### src/rtl/ex_pkg.sv
// ex_pkg: shared ALU op codes, RV32M funct3 codes, mul/div FSM states and default width.
package ex_pkg;
    localparam int XLEN_DEF = 32;
    localparam logic [3:0] ALU_ADD    = 4'd0;
    localparam logic [3:0] ALU_SUB    = 4'd1;
    localparam logic [3:0] ALU_AND    = 4'd2;
    localparam logic [3:0] ALU_OR     = 4'd3;
    localparam logic [3:0] ALU_XOR    = 4'd4;
    localparam logic [3:0] ALU_SLL    = 4'd5;
    localparam logic [3:0] ALU_SRL    = 4'd6;
    localparam logic [3:0] ALU_SRA    = 4'd7;
    localparam logic [3:0] ALU_SLT    = 4'd8;
    localparam logic [3:0] ALU_SLTU   = 4'd9;
    localparam logic [3:0] ALU_PASS_B = 4'd10;
    localparam logic [2:0] MD_MUL     = 3'd0;
    localparam logic [2:0] MD_MULH    = 3'd1;
    localparam logic [2:0] MD_MULHSU  = 3'd2;
    localparam logic [2:0] MD_MULHU   = 3'd3;
    localparam logic [2:0] MD_DIV     = 3'd4;
    localparam logic [2:0] MD_DIVU    = 3'd5;
    localparam logic [2:0] MD_REM     = 3'd6;
    localparam logic [2:0] MD_REMU    = 3'd7;
    typedef enum logic {IDLE, BUSY} md_state_e;
endpackage

### src/rtl/ex_muldiv_iter.sv
// ex_muldiv_iter: iterative radix-2 RV32M engine (shift-add multiply, restoring divide on magnitudes).
// Ports: clk/reset (sync, active-high); start_i launches an op from a_i/b_i/funct3_i/rd_i;
// busy_o = BUSY state, last_o = final step this cycle; result_o = final result when busy_o&last_o,
// otherwise the special-case value of the current inputs; rd_o = latched rd; early_o = inputs are a
// special case that may bypass BUSY (only when EX_MD_EARLY_EN is defined).
module ex_muldiv_iter
    import ex_pkg::*;
#(
    parameter int XLEN       = XLEN_DEF,
    parameter int REG_ADDR_W = 5
) (
    input  logic                  clk,
    input  logic                  reset,
    input  logic                  start_i,
    input  logic [XLEN-1:0]       a_i,
    input  logic [XLEN-1:0]       b_i,
    input  logic [2:0]            funct3_i,
    input  logic [REG_ADDR_W-1:0] rd_i,
    output logic                  busy_o,
    output logic                  last_o,
    output logic                  early_o,
    output logic [XLEN-1:0]       result_o,
    output logic [REG_ADDR_W-1:0] rd_o
);
    localparam int CW = $clog2(XLEN);
    localparam logic [CW-1:0] LAST = CW'(XLEN - 1);
    md_state_e             state_q, state_d;
    logic [CW-1:0]         cnt_q, cnt_d;
    logic [2*XLEN-1:0]     p_q, p_d;
    logic [XLEN-1:0]       m_q, m_d, spec_val_q, spec_val_d, spec_val;
    logic [2:0]            f3_q, f3_d;
    logic                  neg_q, neg_d, spec_q, spec_d;
    logic [REG_ADDR_W-1:0] rd_q, rd_d;
    logic                  sa, sb, div0, ovf, special;
    logic [XLEN-1:0]       ua, ub, q_fix, r_fix, fin;
    logic [XLEN:0]         add_s, rem_s, dif;
    logic [2*XLEN-1:0]     mul_n, div_n, prod;
    assign sa      = a_i[XLEN-1] & (funct3_i inside {MD_MUL, MD_MULH, MD_MULHSU, MD_DIV, MD_REM});
    assign sb      = b_i[XLEN-1] & (funct3_i inside {MD_MUL, MD_MULH, MD_DIV, MD_REM});
    assign ua      = sa ? -a_i : a_i;
    assign ub      = sb ? -b_i : b_i;
    assign div0    = funct3_i[2] & (b_i == '0);
    assign ovf     = (funct3_i inside {MD_DIV, MD_REM}) & (a_i == {1'b1, {(XLEN-1){1'b0}}}) & (&b_i);
    assign special = div0 | ovf;
    // Division by zero and signed overflow give architecturally fixed values; the iterative
    // datapath result is overridden by these at the end.
    assign spec_val = div0 ? (funct3_i[1] ? a_i : '1) : (funct3_i[1] ? '0 : a_i);
`ifdef EX_MD_EARLY_EN
    assign early_o = special;
`else
    assign early_o = 1'b0;
`endif
    // Multiply: low half holds the multiplier, shifted out LSB-first while partial sums enter the top.
    assign add_s = {1'b0, p_q[2*XLEN-1:XLEN]} + (p_q[0] ? {1'b0, m_q} : '0);
    assign mul_n = {add_s, p_q[XLEN-1:1]};
    // Divide: high half is the partial remainder, low half shifts dividend out and quotient in.
    assign rem_s = {p_q[2*XLEN-1:XLEN], p_q[XLEN-1]};
    assign dif   = rem_s - {1'b0, m_q};
    assign div_n = dif[XLEN] ? {rem_s[XLEN-1:0], p_q[XLEN-2:0], 1'b0}
                             : {dif[XLEN-1:0], p_q[XLEN-2:0], 1'b1};
    assign busy_o = state_q == BUSY;
    assign last_o = busy_o & (cnt_q == LAST);
    assign rd_o   = rd_q;
    always_comb begin
        state_d    = state_q;
        cnt_d      = cnt_q;
        p_d        = p_q;
        m_d        = m_q;
        f3_d       = f3_q;
        neg_d      = neg_q;
        spec_d     = spec_q;
        spec_val_d = spec_val_q;
        rd_d       = rd_q;
        if (state_q == IDLE) begin
            if (start_i) begin
                state_d    = BUSY;
                cnt_d      = '0;
                p_d        = {{XLEN{1'b0}}, funct3_i[2] ? ua : ub};
                m_d        = funct3_i[2] ? ub : ua;
                f3_d       = funct3_i;
                neg_d      = (funct3_i == MD_REM) ? sa : sa ^ sb;
                spec_d     = special;
                spec_val_d = spec_val;
                rd_d       = rd_i;
            end
        end else begin
            p_d     = f3_q[2] ? div_n : mul_n;
            cnt_d   = last_o ? '0 : cnt_q + 1'b1;
            state_d = last_o ? IDLE : BUSY;
        end
    end
    // Sign fixup is applied to the value produced by the final step, so the result is ready at that edge.
    always_comb begin
        prod     = neg_q ? -p_d : p_d;
        q_fix    = neg_q ? -p_d[XLEN-1:0] : p_d[XLEN-1:0];
        r_fix    = neg_q ? -p_d[2*XLEN-1:XLEN] : p_d[2*XLEN-1:XLEN];
        fin      = spec_q ? spec_val_q
                 : f3_q[2] ? (f3_q[1] ? r_fix : q_fix)
                 : (f3_q == MD_MUL) ? prod[XLEN-1:0] : prod[2*XLEN-1:XLEN];
        result_o = busy_o ? fin : spec_val;
    end
    always_ff @(posedge clk) begin
        if (reset) begin
            state_q <= IDLE;
            cnt_q   <= '0;
        end else begin
            state_q <= state_d;
            cnt_q   <= cnt_d;
        end
    end
    always_ff @(posedge clk) begin
        p_q        <= p_d;
        m_q        <= m_d;
        f3_q       <= f3_d;
        neg_q      <= neg_d;
        spec_q     <= spec_d;
        spec_val_q <= spec_val_d;
        rd_q       <= rd_d;
    end
endmodule

### src/rtl/ex_stage_muldiv.sv
// ex_stage_muldiv: execute stage with single-cycle ALU and iterative RV32M engine, registered EX/MEM output.
// Ports: clk/reset (sync, active-high); in_valid/alu_ctrl/is_md/md_funct3/op_a/op_b/rd_in from ID/EX;
// stall (combinational) freezes IF/ID and ID/EX; out_valid/result/rd_out registered toward MEM;
// md_busy = engine in BUSY. Optional macro EX_MD_EARLY_EN lets div-by-zero and signed overflow
// complete in one cycle instead of the fixed iterative latency.
module ex_stage_muldiv
    import ex_pkg::*;
#(
    parameter int XLEN       = XLEN_DEF,
    parameter int REG_ADDR_W = 5
) (
    input  logic                  clk,
    input  logic                  reset,
    input  logic                  in_valid,
    input  logic [3:0]            alu_ctrl,
    input  logic                  is_md,
    input  logic [2:0]            md_funct3,
    input  logic [XLEN-1:0]       op_a,
    input  logic [XLEN-1:0]       op_b,
    input  logic [REG_ADDR_W-1:0] rd_in,
    output logic                  stall,
    output logic                  out_valid,
    output logic [XLEN-1:0]       result,
    output logic [REG_ADDR_W-1:0] rd_out,
    output logic                  md_busy
);
    logic                  out_valid_q;
    logic [XLEN-1:0]       result_q, alu_res, md_res;
    logic [REG_ADDR_W-1:0] rd_q, md_rd;
    logic                  busy, last, early, launch;
    logic [4:0]            shamt;
    assign launch = in_valid & is_md & ~busy;
    assign shamt  = op_b[4:0];
    ex_muldiv_iter #(.XLEN(XLEN), .REG_ADDR_W(REG_ADDR_W)) u_md (
        .clk      (clk),
        .reset    (reset),
        .start_i  (launch & ~early),
        .a_i      (op_a),
        .b_i      (op_b),
        .funct3_i (md_funct3),
        .rd_i     (rd_in),
        .busy_o   (busy),
        .last_o   (last),
        .early_o  (early),
        .result_o (md_res),
        .rd_o     (md_rd)
    );
    // Stall releases during the final step so ID/EX advances on the same edge the result is written.
    assign stall     = ~reset & ((launch & ~early) | (busy & ~last));
    assign out_valid = out_valid_q;
    assign result    = result_q;
    assign rd_out    = rd_q;
    assign md_busy   = busy;
    always_comb begin
        case (alu_ctrl)
            ALU_ADD:    alu_res = op_a + op_b;
            ALU_SUB:    alu_res = op_a - op_b;
            ALU_AND:    alu_res = op_a & op_b;
            ALU_OR:     alu_res = op_a | op_b;
            ALU_XOR:    alu_res = op_a ^ op_b;
            ALU_SLL:    alu_res = op_a << shamt;
            ALU_SRL:    alu_res = op_a >> shamt;
            ALU_SRA:    alu_res = $signed(op_a) >>> shamt;
            ALU_SLT:    alu_res = {{(XLEN-1){1'b0}}, $signed(op_a) < $signed(op_b)};
            ALU_SLTU:   alu_res = {{(XLEN-1){1'b0}}, op_a < op_b};
            ALU_PASS_B: alu_res = op_b;
            default:    alu_res = '0;
        endcase
    end
    always_ff @(posedge clk) begin
        if (reset) begin
            out_valid_q <= 1'b0;
            result_q    <= '0;
            rd_q        <= '0;
        end else if (busy) begin
            out_valid_q <= last;
            if (last) begin
                result_q <= md_res;
                rd_q     <= md_rd;
            end
        end else if (launch) begin
            out_valid_q <= early;
            if (early) begin
                result_q <= md_res;
                rd_q     <= rd_in;
            end
        end else begin
            out_valid_q <= in_valid;
            if (in_valid) begin
                result_q <= alu_res;
                rd_q     <= rd_in;
            end
        end
    end
endmodule
### config.mk
export PLATFORM = sky130hd
export DESIGN_NAME = ex_stage_muldiv
export DESIGN_NICKNAME = d
export VERILOG_FILES = /design/src/rtl/ex_pkg.sv /design/src/rtl/ex_muldiv_iter.sv /design/src/rtl/ex_stage_muldiv.sv
export SDC_FILE = /design/constraint.sdc
export NUM_CORES = 1
export LEC_CHECK = 0
export CORE_MARGIN = 2
export CORE_UTILIZATION = 40
export DETAILED_ROUTE_END_ITERATION = 7
export PLACE_DENSITY = 0.65
export SYNTH_ARGS = -nofsm -noshare
export SYNTH_HDL_FRONTEND = slang
export SYNTH_HIERARCHICAL = 1
export SYNTH_SLANG_ARGS = --single-unit
### constraint.sdc
create_clock -name clk -period 16.1 [get_ports clk]
set_clock_uncertainty 0.1 [all_clocks]
set_input_delay 3.22 -clock clk [delete_from_list [all_inputs] [get_ports clk]]
set_output_delay 3.22 -clock clk [all_outputs]
set_load 0.01 [all_outputs]
# Yosys cells after proc, flatten, opt, wreduce, memory -nomap -nowiden
# Index checks and enable logic that the tools add are counted.
word_totals:
  reg_bits: 182
  in_bits: 80
  out_inout_bits: 40
  elab_cells: 113
op_classes:
  n_addsub: 10
  order_cmp: 2
  n_eq_ne: 18
  shifts: 3
  n_mux: 37
  bitwise_logic: 19
  n_reduce_logical: 12
op_table:
  columns: ["cell", "n"]
  rows:
  - ["$mux W32", 18]
  - ["$pmux W32 S11", 1]
  - ["$mux W64", 5]
  - ["$neg A32 Y32", 4]
  - ["$lt A32 B32 Y1", 2]
  - ["$neg A64 Y64", 1]
  - ["$mux W5", 7]
  - ["$add A32 B33 Y33", 1]
  - ["$sub A33 B32 Y33", 1]
  - ["$add A32 B32 Y32", 1]
  - ["$and A32 B32 Y32", 1]
  - ["$eq A32 B32 Y1 const B", 1]
  - ["$logic_not A32 Y1", 1]
  - ["$or A32 B32 Y32", 1]
  - ["$reduce_and A32 Y1", 1]
  - ["$shl A32 B5 Y32", 1]
  - ["$shr A32 B5 Y32", 1]
  - ["$sshr A32 B5 Y32", 1]
  - ["$sub A32 B32 Y32", 1]
  - ["$xor A32 B32 Y32", 1]
  - ["$eq A4 B3 Y1 const B", 4]
  - ["$eq A4 B4 Y1 const B", 3]
  - ["$and A1 B1 Y1", 10]
  - ["$eq A4 B2 Y1 const B", 2]
  - ["other kinds (19)", 31]

# Longest topological paths before layout
depth:
  word_depth: 14
  depth_mapped: 32
  ltp_nobuf: 30

# Modules after synthesis
# Netlist, hierarchy kept.
by_module_without_submodules:
  columns: ["module", "instances", "cells_per_inst", "area_per_inst_um2", "seq_area_each_um2"]
  rows:
  - ["ex_muldiv_iter", 1, 2193, 16642.2, 3623.5]
  - ["ex_stage_muldiv", 1, 1574, 10841.6, 760.7]

# Least setup slack after synthesis
# OpenSTA, ideal clock, no wires.
synth_timing:
  path_type: "input -> register"
  start: "input in_valid"
  end: "register result_q[25], in the netlist result[25]"
  setup_time_ps: 134
  t_arrival_ps: 11990
  t_required_ps: 15866
  slack_ps: 3876
  stages: 24
  n_path_buf: 2
  cell_sequence: "nand2_1 -> nor3_1 -> nor2b_1 -> and3_1 -> o211a_1 -> a31oi_1 -> a22oi_1 -> or4b_4 -> or3b_1 -> buf_2 -> or4_1 -> clkbuf_1 -> nor2_1 -> a41oi_1 -> a221oi_1 -> o21ai_1 -> nand2_1 -> a21boi_0 -> o221ai_1 -> or4_1 -> a211oi_1 -> o311ai_1 -> o211ai_1 -> a211oi_1"
synth_via:
  elab_chain_len: 11
  word_cells_on_any_way: 19
  cone_classes: "add/sub (3); eq/ne (1); mux (11); bitwise (2); reduce/logical (2)"
synth_lines:
  columns: ["element", "line_no", "rtl"]
  rows:
  - ["start, declared", "ex_stage_muldiv.sv:14", "input logic in_valid,"]
  - ["$and A1 B1 Y1 * (2 in series)", "ex_stage_muldiv.sv:32", "assign launch = in_valid & is_md & ~busy;"]
  - ["$mux W64 *", "ex_muldiv_iter.sv:75", "if (start_i) begin"]
  - ["$mux W64 *", "ex_muldiv_iter.sv:74", "if (state_q == IDLE) begin"]
  - ["$neg A64 Y64 (tied with other cells)", "ex_muldiv_iter.sv:94", "prod = neg_q ? -p_d : p_d;"]
  - ["$mux W64 (tied with other cells)", "ex_muldiv_iter.sv:94", null]
  - ["$mux W32 (on tied branches)", "ex_muldiv_iter.sv:99, ex_muldiv_iter.sv:98", null]
  - ["$mux W32 *", "ex_muldiv_iter.sv:98", ": f3_q[2] ? (f3_q[1] ? r_fix : q_fix)"]
  - ["$mux W32 *", "ex_muldiv_iter.sv:97", "fin = spec_q ? spec_val_q"]
  - ["net md_res[25]", "ex_stage_muldiv.sv:28", "logic [XLEN-1:0] result_q, alu_res, md_res;"]
  - ["$mux W32 *", "ex_stage_muldiv.sv:77", "if (last) begin"]
  - ["$mux W32 *", "ex_stage_muldiv.sv:75", "end else if (busy) begin"]
  - ["end signal, assigned", "ex_stage_muldiv.sv:78", "result_q <= md_res;"]
  - ["end signal, assigned", "ex_stage_muldiv.sv:84", "result_q <= md_res;"]
  - ["end signal, assigned", "ex_stage_muldiv.sv:90", "result_q <= alu_res;"]
  - ["end, declared", "ex_stage_muldiv.sv:28", null]
# Mark *: on every way through the listed nets, which the timed path passes. The rest lies on a longest branch. The select of a mux whose other input is x is not followed.
# A chain may end at the register's enable or synchronous reset.

# Worst setup path in the final report
layout_timing:
  start: "input md_funct3[1]"
  end: "register result_q[25], in the netlist result[25]"
layout_via:
  elab_chain_len: 14
  word_cells_on_any_way: 24
  cone_classes: "add/sub (2); eq/ne (4); mux (13); bitwise (2); reduce/logical (3)"
layout_lines:
  columns: ["element", "line_no", "rtl"]
  rows:
  - ["start, declared", "ex_stage_muldiv.sv:17", "input logic [2:0] md_funct3,"]
  - ["$eq A3 B1 Y1 (tied with other cells)", "ex_muldiv_iter.sv:38, ex_muldiv_iter.sv:39", null]
  - ["$reduce_bool A5 Y1 / $reduce_bool A4 Y1 (equally long branches)", "ex_muldiv_iter.sv:38, ex_muldiv_iter.sv:39", null]
  - ["$and A1 B1 Y1 (on tied branches)", "ex_muldiv_iter.sv:38, ex_muldiv_iter.sv:39", null]
  - ["$mux W32 (on tied branches)", "ex_muldiv_iter.sv:40, ex_muldiv_iter.sv:41", null]
  - ["$mux W32 *", "ex_muldiv_iter.sv:78", "p_d = {{XLEN{1'b0}}, funct3_i[2] ? ua : ub};"]
  - ["$mux W64 *", "ex_muldiv_iter.sv:75", null]
  - ["$mux W64 *", "ex_muldiv_iter.sv:74", null]
  - ["$neg A64 Y64 / $neg A32 Y32 (equally long branches)", "ex_muldiv_iter.sv:94, ex_muldiv_iter.sv:95", null]
  - ["$mux W64 / $mux W32 (equally long branches)", "ex_muldiv_iter.sv:94, ex_muldiv_iter.sv:95", null]
  - ["$mux W32 (on tied branches)", "ex_muldiv_iter.sv:99, ex_muldiv_iter.sv:98", null]
  - ["$mux W32 *", "ex_muldiv_iter.sv:98", null]
  - ["$mux W32 *", "ex_muldiv_iter.sv:97", null]
  - ["net md_res[25]", "ex_stage_muldiv.sv:28", null]
  - ["$mux W32 *", "ex_stage_muldiv.sv:77", null]
  - ["$mux W32 *", "ex_stage_muldiv.sv:75", null]
# Marks and branches as above.

==> metrics.md <==
| Metric | Value |
|---|---|
| DRT Pass-1 Iters | `8` |
| Rows | `96` |
| Initial Utilization | `0.4021` |
| Worst Setup End Kind | `register` |
| Slowest Stage Delay on Critical Path | `0.87 ns` |
| P per Cell Area | `between 100 and 150 nW/um^2` |
| Max-cap violations | `1` |
| Worst hold path type | `register to register` |
| Synth Instances | `between 3000 and 4000` |
| Synth Register Bits | `182` |
| Slew Limit Fails | `7` |
| Mapped Area | `27480 sq um` |
| H-tree depth | `4` |
| Core Footprint | `between 60000 and 70000 sq um` |
| Worst path required time | `16.32 ns` |
| Routability cong. | `1.087` |
| Routed via count | `32766` |
| WL final | `~150000 um` |
| Unrepaired setup endpoints after global routing | `false` |
| Post-synth EDFFs | `74` |
| Worst VDD drop | `around 69 uV` |
| Final hold violation count | `0` |
| Final WS setup | `5.025 ns` |
| Layout area overhead | `10.17%` |
| Longest Clk Path Bufs | `2` |
| Crit-path cells | `clkdlybuf4s50_1 > o21ai_1 > nand2_1 > o21a_1 > nor3_1 > o2111ai_1 > nor4_1 > nand4_1 > or2_2 > o31ai_1 > xor2_1 > a221oi_1 > a221oi_1 > o21ai_1 > nand2_1 > a21boi_0 > o221ai_1 > or4_1 > a211oi_1 > o311ai_1 > o211ai_1 > a211oi_1` |
| Ports | `120` |
| Worst Tran Pin Value | `1.526 ns` |
| Die height | `266.1 um` |
| Final setup fails | `0` |
| Largest net degree at the start of global routing | `80` |
| GRT overflow | `0` |
| CP Data Arrival Time | `11.30 ns` |
| Initial antenna violation count | `13` |
| Clock Latency Late Sink | `0.47 ns` |
| Fmax | `about 90 MHz` |
| Cts repair resizes | `0` |
| Cell area after layout | `30280 sq um` |
| CTS tree | `built` |
| Clk slew on worst S/H paths | `0.07 ns` |
| Iter 0 DRT Violations | `5331` |
| Vias/cell | `between 7 and 8` |
| Synth Warn # | `6` |
| CTS Hold Buffers Added | `0` |
| Syn Area/Cell | `7.296 sq um` |
| Post-DP Area | `29630 sq um` |
| Status | `finished with violations` |
| Sinks on Clock Net | `182` |
| Seq/Total Area, Yosys | `0.1595` |
| Vias in the first global route | `30044` |
| Detailed placer's ending HPWL | `around 110000 um` |
| Fin Hold WS | `0.3930 ns` |
| IO buf count | `119` |
| First-pass GRT wire length | `roughly 210000 um` |
| Crit Path Class | `input port to register` |
| Max_slew headroom | `-0.02370` |
| DR WL/cell | `around 32 um` |
| Syn Nets | `between 4000 and 5000` |
| Period minus WS final | `11.08 ns` |
| DRC viols | `2` |
| Most common flop cell mapped by yosys | `dfxtp_1` |
| Final TNS setup | `0 ns` |
| Max FO, Critical Path | `18` |
| GRT Util Overall | `0.4126` |
| Async SR Flop Fraction | `0` |
| ANT nets after route | `0` |
| Pre-CTS WS | `4.897 ns` |
| CP Launch Type | `input port` |
| Nets@finish | `approximately 4000` |
| Number of CTS-inserted buffers | `17` |
| Layout cells sized above 1 | `0.08254` |
| Yosys cell types | `roughly 110` |
| Root Driver | `clkbuf_16` |
| Cell with the biggest individual delay on the critical path | `clkdlybuf4s50_1` |
| Pleak | `11.59 nW` |
| Post-CTS Setup Inserts | `0` |
| Period utilization | `0.6879` |
| Die Wd | `266.1 um` |
| Violated checks | `design-rule violations, max-capacitance violations, max-slew violations` |
| Die Area | `70820 sq um` |
-- layout by cell type (no fill, tap or decap), types with 98 or more instances in the layout --
cell type | Yosys | layout
buf_4 | 4 | 123
o21ai_0 | 246 | 246
nor3_1 | 113 | 109
inv_1 | 180 | 180
xnor2_1 | 103 | 103
nand2_1 | 294 | 294
mux2i_1 | 98 | 98
ha_1 | 175 | 175
a21oi_1 | 331 | 331
dfxtp_1 | 108 | 107
nor2_1 | 368 | 363
clkdlybuf4s50_1 | 0 | 112
-- cell families (layout without fill, tap and decap cells) --
logic type	after synthesis	after routing	synth area share
adder cells (fa/ha/maj)	200	200	0.09023
other	1	6	0.0001364
XOR/XNOR	169	169	0.05386
AND/OR/NAND/NOR	1262	1262	0.2248
multiplexers	175	175	0.08158
flip-flops	182	182	0.1595
AO/OA/AOI/OAI	1322	1322	0.3245
buffers and inverters	456	457	0.06528
-- worst paths after layout --
| check | from | endpoint | depth (start not counted) | slack, ns |
|---|---|---|---|---|
| hold / removal | u_md/cnt_q[3] | u_md/cnt_q[3] | 2 | 0.39 |
| setup / recovery | md_funct3[1] | result[25] | 22 | 5.02 |
| hold reg to reg | u_md/cnt_q[3] | u_md/cnt_q[3] | 2 | 0.39 |
| setup reg to reg | u_md/m_q[21] | result[24] | 26 | 7.14 |
-- worst max-delay path, delay by kind of cell --
family | cells | cell delay [ns]
AOI/OAI and AO/OA | 13 | 3.71
buffers and inverters | 1 | 0.87
and+or+nand+nor | 7 | 3.16
xor gates and xnor gates | 1 | 0.32
-- layer usage --
metal	track usage	part of all wire	up-vias
li1	-	-	14237
met1	0.5076	0.37	15571
met2	0.6242	0.42	2368
met3	0.1041	0.12	574
met4	0.3019	0.089	16
met5	0	0.00074	-
-- sequential cells by signal, indices dropped and copies added, names as in the netlist --
name / cells
u_md/p_q: 64
result: 32
u_md/m_q: 32
u_md/spec_val_q: 32
rd_out: 5
u_md/cnt_q: 5
u_md/rd_o: 5
u_md/f3_q: 3
out_valid: 1
u_md/busy_o: 1
u_md/neg_q: 1
u_md/spec_q: 1
-- cell type report --
| cell class | instances | area, sq um |
|---|---|---|
| inverter | 184 | 690.7 |
| sequential | 182 | 4385 |
| fill | 7039 | 38070 |
| tap | 882 | 1104 |
| multi-input combinational | 3129 | 21380 |
| clock inverter | 15 | 205.2 |
| clock buffer | 17 | 425.4 |
| timing repair buffer | 241 | 2077 |
| antenna | 5 | 12.51 |
-- cell usage after synthesis (65+ instances only) --
cell type	instances	area share
nand3_1	81	0.015
o22ai_1	65	0.015
o211ai_1	67	0.018
a21oi_1	331	0.060
edfxtp_1	74	0.081
mux2i_1	98	0.036
clkbuf_1	205	0.028
o21ai_0	246	0.045
nor3_1	113	0.021
xnor2_1	103	0.033
a211oi_1	76	0.021
nor2_1	368	0.050
ha_1	175	0.080
xor2_1	66	0.021
inv_1	180	0.025
dfxtp_1	108	0.079
nand2_1	294	0.040
-- per-stage QoR --
stage	util	total power, W	std cells
2_1_floorplan	-	0.001969	3767
3_3_place_gp	0.4335	0.002720	4617
6_report	0.4430	0.003275	4655
4_1_cts	0.4427	0.003181	4649
5_1_grt	0.4428	0.003416	4650
3_5_place_dp	0.4335	0.002713	4617
-- power by group --
| group | switching, W | internal, W |
|---|---|---|
| Sequential | 0.000104 | 0.000560 |
| Combinational | 0.00145 | 0.000698 |
| Clock | 0.000224 | 0.000239 |
| Total | 0.00178 | 0.00150 |
Power figures use the tool's default switching activity.
